==> src/rtl/gain_apply.sv <==
// Programmable output gain stage: converts four BCD digits to a per-mille gain,
// ramps the applied gain toward it and scales the 48 kHz stream with 16-bit saturation.
module gain_apply #(
  parameter int STEP = 1
) (
  input  logic               clk_48,
  input  logic               reset_n,
  input  logic               load,
  input  logic [3:0]         num3,
  input  logic [3:0]         num2,
  input  logic [3:0]         num1,
  input  logic [3:0]         num0,
  input  logic signed [15:0] inWave,
  output logic signed [15:0] outWave,
  output logic [13:0]        gain,
  output logic               busy,
  output logic               err
);

  localparam logic [13:0] STEP_W = 14'(STEP);
  localparam logic [13:0] UNITY  = 14'd1000;

  typedef enum logic {IDLE, CONV} state_t;

  state_t             state_reg;
  logic [3:0]         num_in [4];
  logic [3:0]         digit_reg [4];
  logic [3:0]         digit_bad;
  logic [13:0]        acc_reg;
  logic [13:0]        acc_next;
  logic [1:0]         idx_reg;
  logic [13:0]        target_reg;
  logic [13:0]        gain_reg;
  logic [13:0]        gain_next;
  logic [13:0]        up_gap;
  logic [13:0]        down_gap;
  logic               busy_reg;
  logic               err_reg;
  logic signed [15:0] out_reg;
  logic signed [15:0] out_next;
  logic signed [31:0] wave_ext;
  logic signed [31:0] gain_ext;
  logic signed [31:0] prod;
  logic signed [31:0] quot;

  assign num_in[3] = num3;
  assign num_in[2] = num2;
  assign num_in[1] = num1;
  assign num_in[0] = num0;

  generate
    for (genvar gi = 0; gi < 4; gi++) begin : g_digit_check
      assign digit_bad[gi] = (num_in[gi] > 4'd9);
    end
  endgenerate

  // acc never exceeds 999 before the last multiply, so 14 bits cannot wrap.
  assign acc_next = acc_reg * 14'd10 + {10'd0, digit_reg[idx_reg]};

  always_ff @(posedge clk_48 or negedge reset_n) begin
    if (!reset_n) begin
      state_reg  <= IDLE;
      for (int i = 0; i < 4; i++) digit_reg[i] <= 4'd0;
      acc_reg    <= 14'd0;
      idx_reg    <= 2'd0;
      target_reg <= UNITY;
      busy_reg   <= 1'b0;
      err_reg    <= 1'b0;
    end else begin
      case (state_reg)
        IDLE: begin
          if (load) begin
            for (int i = 0; i < 4; i++) digit_reg[i] <= num_in[i];
            if (|digit_bad) begin
              err_reg <= 1'b1;
            end else begin
              err_reg   <= 1'b0;
              acc_reg   <= 14'd0;
              idx_reg   <= 2'd3;
              busy_reg  <= 1'b1;
              state_reg <= CONV;
            end
          end
        end
        CONV: begin
          acc_reg <= acc_next;
          idx_reg <= idx_reg - 2'd1;
          if (idx_reg == 2'd0) begin
            target_reg <= acc_next;
            busy_reg   <= 1'b0;
            state_reg  <= IDLE;
          end
        end
        default: state_reg <= IDLE;
      endcase
    end
  end

  // Slew-limited approach to the target; the step is clipped so it never overshoots.
  always_comb begin
    up_gap    = target_reg - gain_reg;
    down_gap  = gain_reg - target_reg;
    gain_next = gain_reg;
    if (gain_reg < target_reg) begin
      gain_next = gain_reg + ((up_gap > STEP_W) ? STEP_W : up_gap);
    end else if (gain_reg > target_reg) begin
      gain_next = gain_reg - ((down_gap > STEP_W) ? STEP_W : down_gap);
    end
  end

  always_comb begin
    wave_ext = {{16{inWave[15]}}, inWave};
    gain_ext = {18'd0, gain_reg};
    prod     = wave_ext * gain_ext;
    quot     = prod / 32'sd1000;
    if (quot > 32'sd32767) begin
      out_next = 16'sh7FFF;
    end else if (quot < -32'sd32768) begin
      out_next = 16'sh8000;
    end else begin
      out_next = quot[15:0];
    end
  end

  always_ff @(posedge clk_48 or negedge reset_n) begin
    if (!reset_n) begin
      gain_reg <= UNITY;
      out_reg  <= 16'sd0;
    end else begin
      gain_reg <= gain_next;
      out_reg  <= out_next;
    end
  end

  assign outWave = out_reg;
  assign gain    = gain_reg;
  assign busy    = busy_reg;
  assign err     = err_reg;

endmodule

==> config.mk <==
export PLATFORM = sky130hd
export DESIGN_NAME = gain_apply
export DESIGN_NICKNAME = d
export VERILOG_FILES = /design/src/rtl/gain_apply.sv
export SDC_FILE = /design/constraint.sdc
export NUM_CORES = 1
export LEC_CHECK = 0
export CORE_ASPECT_RATIO = 2
export CORE_MARGIN = 2
export CORE_UTILIZATION = 55
export CTS_CLUSTER_SIZE = 8
export DETAILED_ROUTE_END_ITERATION = 6
export DONT_BUFFER_PORTS = 1
export GPL_TIMING_DRIVEN = 1
export PLACE_DENSITY = 0.66
export SETUP_SLACK_MARGIN = 0.3
export SLEW_MARGIN = 20
export SYNTH_ARGS = -nofsm -noshare
export SYNTH_HDL_FRONTEND = slang
export SYNTH_SLANG_ARGS = --single-unit
==> constraint.sdc <==
create_clock -name clk_48 -period 29.1 [get_ports clk_48]
set_clock_uncertainty 0.05 [all_clocks]
set_input_delay 2.91 -clock clk_48 [delete_from_list [all_inputs] [get_ports clk_48]]
set_output_delay 2.91 -clock clk_48 [all_outputs]
set_load 0.01 [all_outputs]
==> reports/metrics.yaml <==
mostFrequentLayoutCell: "inv_1"
die_height_microns: 290
die_area_sq_um: 42500
cts_inserted_buffers: 9
async_reset_ff_frac: 1.00
grt_usage: 0.323
finalCriticalPeriod_ns: 27.57
routed_via_density: 6.30
avgSynthCellArea_sq_um: 8.08
mostFrequentLayoutCells: "338 x inv_1, 252 x nand2_1, 222 x fa_1"
max_slew_margin: 0.337
synth_flop_cell: "dfrtp_1"
cts_tree: "done"
grt_pass1_wl_mm: 110
grt_max_degree: 79
cap_violations: 0
start_kind: "primary input"
clk_pin_slew_ns: 0.07
cts_buffer_depth: 2
path_class: "primary input to flop"
cts.sinks: 78
ys_types: 137
critical_path.endpoint_type: "flop"
syn_nets: 3175
timing.final.max_slew_violations: 0
fin_crit_sh: 0.947
vias: 20478
drt_iter0_markers: 951
crit_family: "compound AO/OA/AOI/OAI gates"
wl_per_cell_microns: 21.3
ios: 67
cts_root_buf: "clkbuf_16"
post_dp_cell_area_sq_um: 22800
start_util: 0.558
cp_slowest_stage_delay_ns: 0.63
gp_congestion: 1.02
crit_required_ns: 29.34
critPathBufInv: 7
finalHoldViolCount: 0
path_max_fanout: 15
ys_ff_latch: 78
yosys_warnings: 0
cts_max_level: 3
rsz0062_at_grt: "false"
antenna_found_initial: 0
syn_to_final_growth_pct: 4.82
place_ws_ns: -0.00622
status: "complete, no violations"
synth_edf_count: 0
dp_hpwl_mm: 56.4
ys_seq_area_frac: 0.0877
tns_ns: 0
crit_start: "inWave[5]"
syn_inst: 2776
route.detailed.drc: 0
rows: 104
tightest_slew_ns: 0.995
final.setup.worst_slack_ns: 1.53
r2r-start: "gain[0]$_DFFE_PN0P_"
crit_path_frequent_cell: "fa_1"
holdBufCountCts: 0
final_area_sq_um: 23500
ant_nets: 0
numPortBuffers: 0
drive_above_1_share: 0.0857
dieWidth_microns: 147
holdCritStartpoint: "target_reg[13]$_DFFE_PN0P_"
core_area_sq_um: 40200
finalWirelength_mm: 69.2
setup_violations: 0
max_freq_mhz: 36.3
grt_overflow: 0
worst_path_max_delay_cell: "or4_4"
final_nets: 3112
hold_class: "flop to flop"
arrival_ns: 27.81
insertion_delay_ns: 0.37
final_util: 0.585
syn_area_sq_um: 22400
firstDrtPassIters: 6
grt_pass1_vias: 21192
cell usage after synthesis (8+ instances only):
library cell	count	share of area
a32oi_1	8	0.0031
mux2_2	29	0.015
nand2_1	252	0.042
o22ai_1	9	0.0025
or4_1	18	0.0060
nor3_1	63	0.014
o211ai_1	34	0.011
o21bai_1	16	0.0054
clkbuf_1	88	0.015
o21ai_0	107	0.024
or3_1	29	0.0081
dfrtp_1	66	0.074
nand3_1	59	0.013
o21bai_4	9	0.0075
o2111ai_1	9	0.0035
and3_1	27	0.0075
and2_1	168	0.047
inv_1	338	0.057
o22a_1	8	0.0031
a2111oi_2	8	0.0054
o211a_1	15	0.0067
fa_1	223	0.20
a21oi_1	144	0.032
a211o_1	12	0.0047
o21ai_1	13	0.0029
nor4_1	23	0.0064
o31a_1	8	0.0031
xnor2_1	119	0.046
nand4_1	27	0.0075
dfstp_2	12	0.014
xor2_1	54	0.021
ha_1	141	0.079
nor2b_1	19	0.0053
o31ai_1	13	0.0044
mux2i_1	31	0.014
a31oi_1	22	0.0061
a211oi_1	25	0.0084
a21o_1	39	0.013
and4_1	11	0.0043
o21a_1	24	0.0080
nand2b_1	25	0.0070
nor2_1	178	0.030
or2_2	8	0.0022
buf_2	17	0.0038
worst reg2reg max path, delay by kind of cell (launching register included):
family | cells | cell delay, ns
mux | 5 | 2.00
simple gates | 22 | 6.84
xor+xnor | 5 | 1.62
buf+inv | 5 | 0.70
flops | 1 | 0.93
compound gates | 30 | 9.70
fa+ha+maj | 8 | 4.09
kinds of logic after synthesis:
logic type               after synthesis  synth area share
other                                  1          0.000167
AO/OA/AOI/OAI                        673             0.226
adder cells (fa/ha/maj)              369             0.280
multiplexers                          69            0.0359
flip-flops                            78            0.0877
XOR/XNOR                             179            0.0727
AND/OR/NAND/NOR                      952             0.219
buffers and inverters                455            0.0788
layout make-up:
| cell class | count | area (sq um) |
|---|---|---|
| timing repair buffer | 42 | 315 |
| sequential | 78 | 1970 |
| tap | 530 | 663 |
| fill | 3748 | 16700 |
| inverter | 339 | 1270 |
| multi-input combinational | 2243 | 19000 |
| clock buffer | 10 | 229 |
| antenna | 1 | 2.50 |
| clock inverter | 6 | 70.1 |
routing by layer:
metal / global-route usage / part of all wire / vias up
met3: 0.0298 / 0.034 / 263
met5: 0 / 0 / -
met2: 0.642 / 0.55 / 645
li1: - / - / 9534
met4: 0.213 / 0.073 / 0
met1: 0.312 / 0.34 / 10036
path summary, 6_finish.rpt:
path | endpoint | slack, ns | cells after the start
worst max-delay path | outWave[3]$_DFF_PN0_ | 1.53 | 78
worst min-delay path | target_reg[13]$_DFFE_PN0P_ | 0.44 | 2
worst max register to register | outWave[3]$_DFF_PN0_ | 3.10 | 75
worst min register to register | target_reg[13]$_DFFE_PN0P_ | 0.44 | 2
max in group asynchronous | target_reg[3]$_DFFE_PN1P_ | 26.58 | 0
min in group asynchronous | err$_DFFE_PN0P_ | 2.18 | 0
through the flow:
step,std cells,hold slack [ns]
after floorplan,2776,0.400
after global placement,3222,0.413
after detailed placement,3222,0.429
after CTS,3238,0.445
after global routing,3248,0.459
final,3249,0.438
what timing repair did:
item / in CTS / in global routing
endpoints found under the hold margin: 0 / 0
pin swaps: 0 / 6
endpoints found under the setup margin: 1 / 15
cloned: 0 / 0
setup buffers: 0 / 10
gates resized for setup: 1 / 45
Power is left out: the tool's default activity adds up to more than one toggle a clock period on the data nets, which glitch-free logic cannot reach.
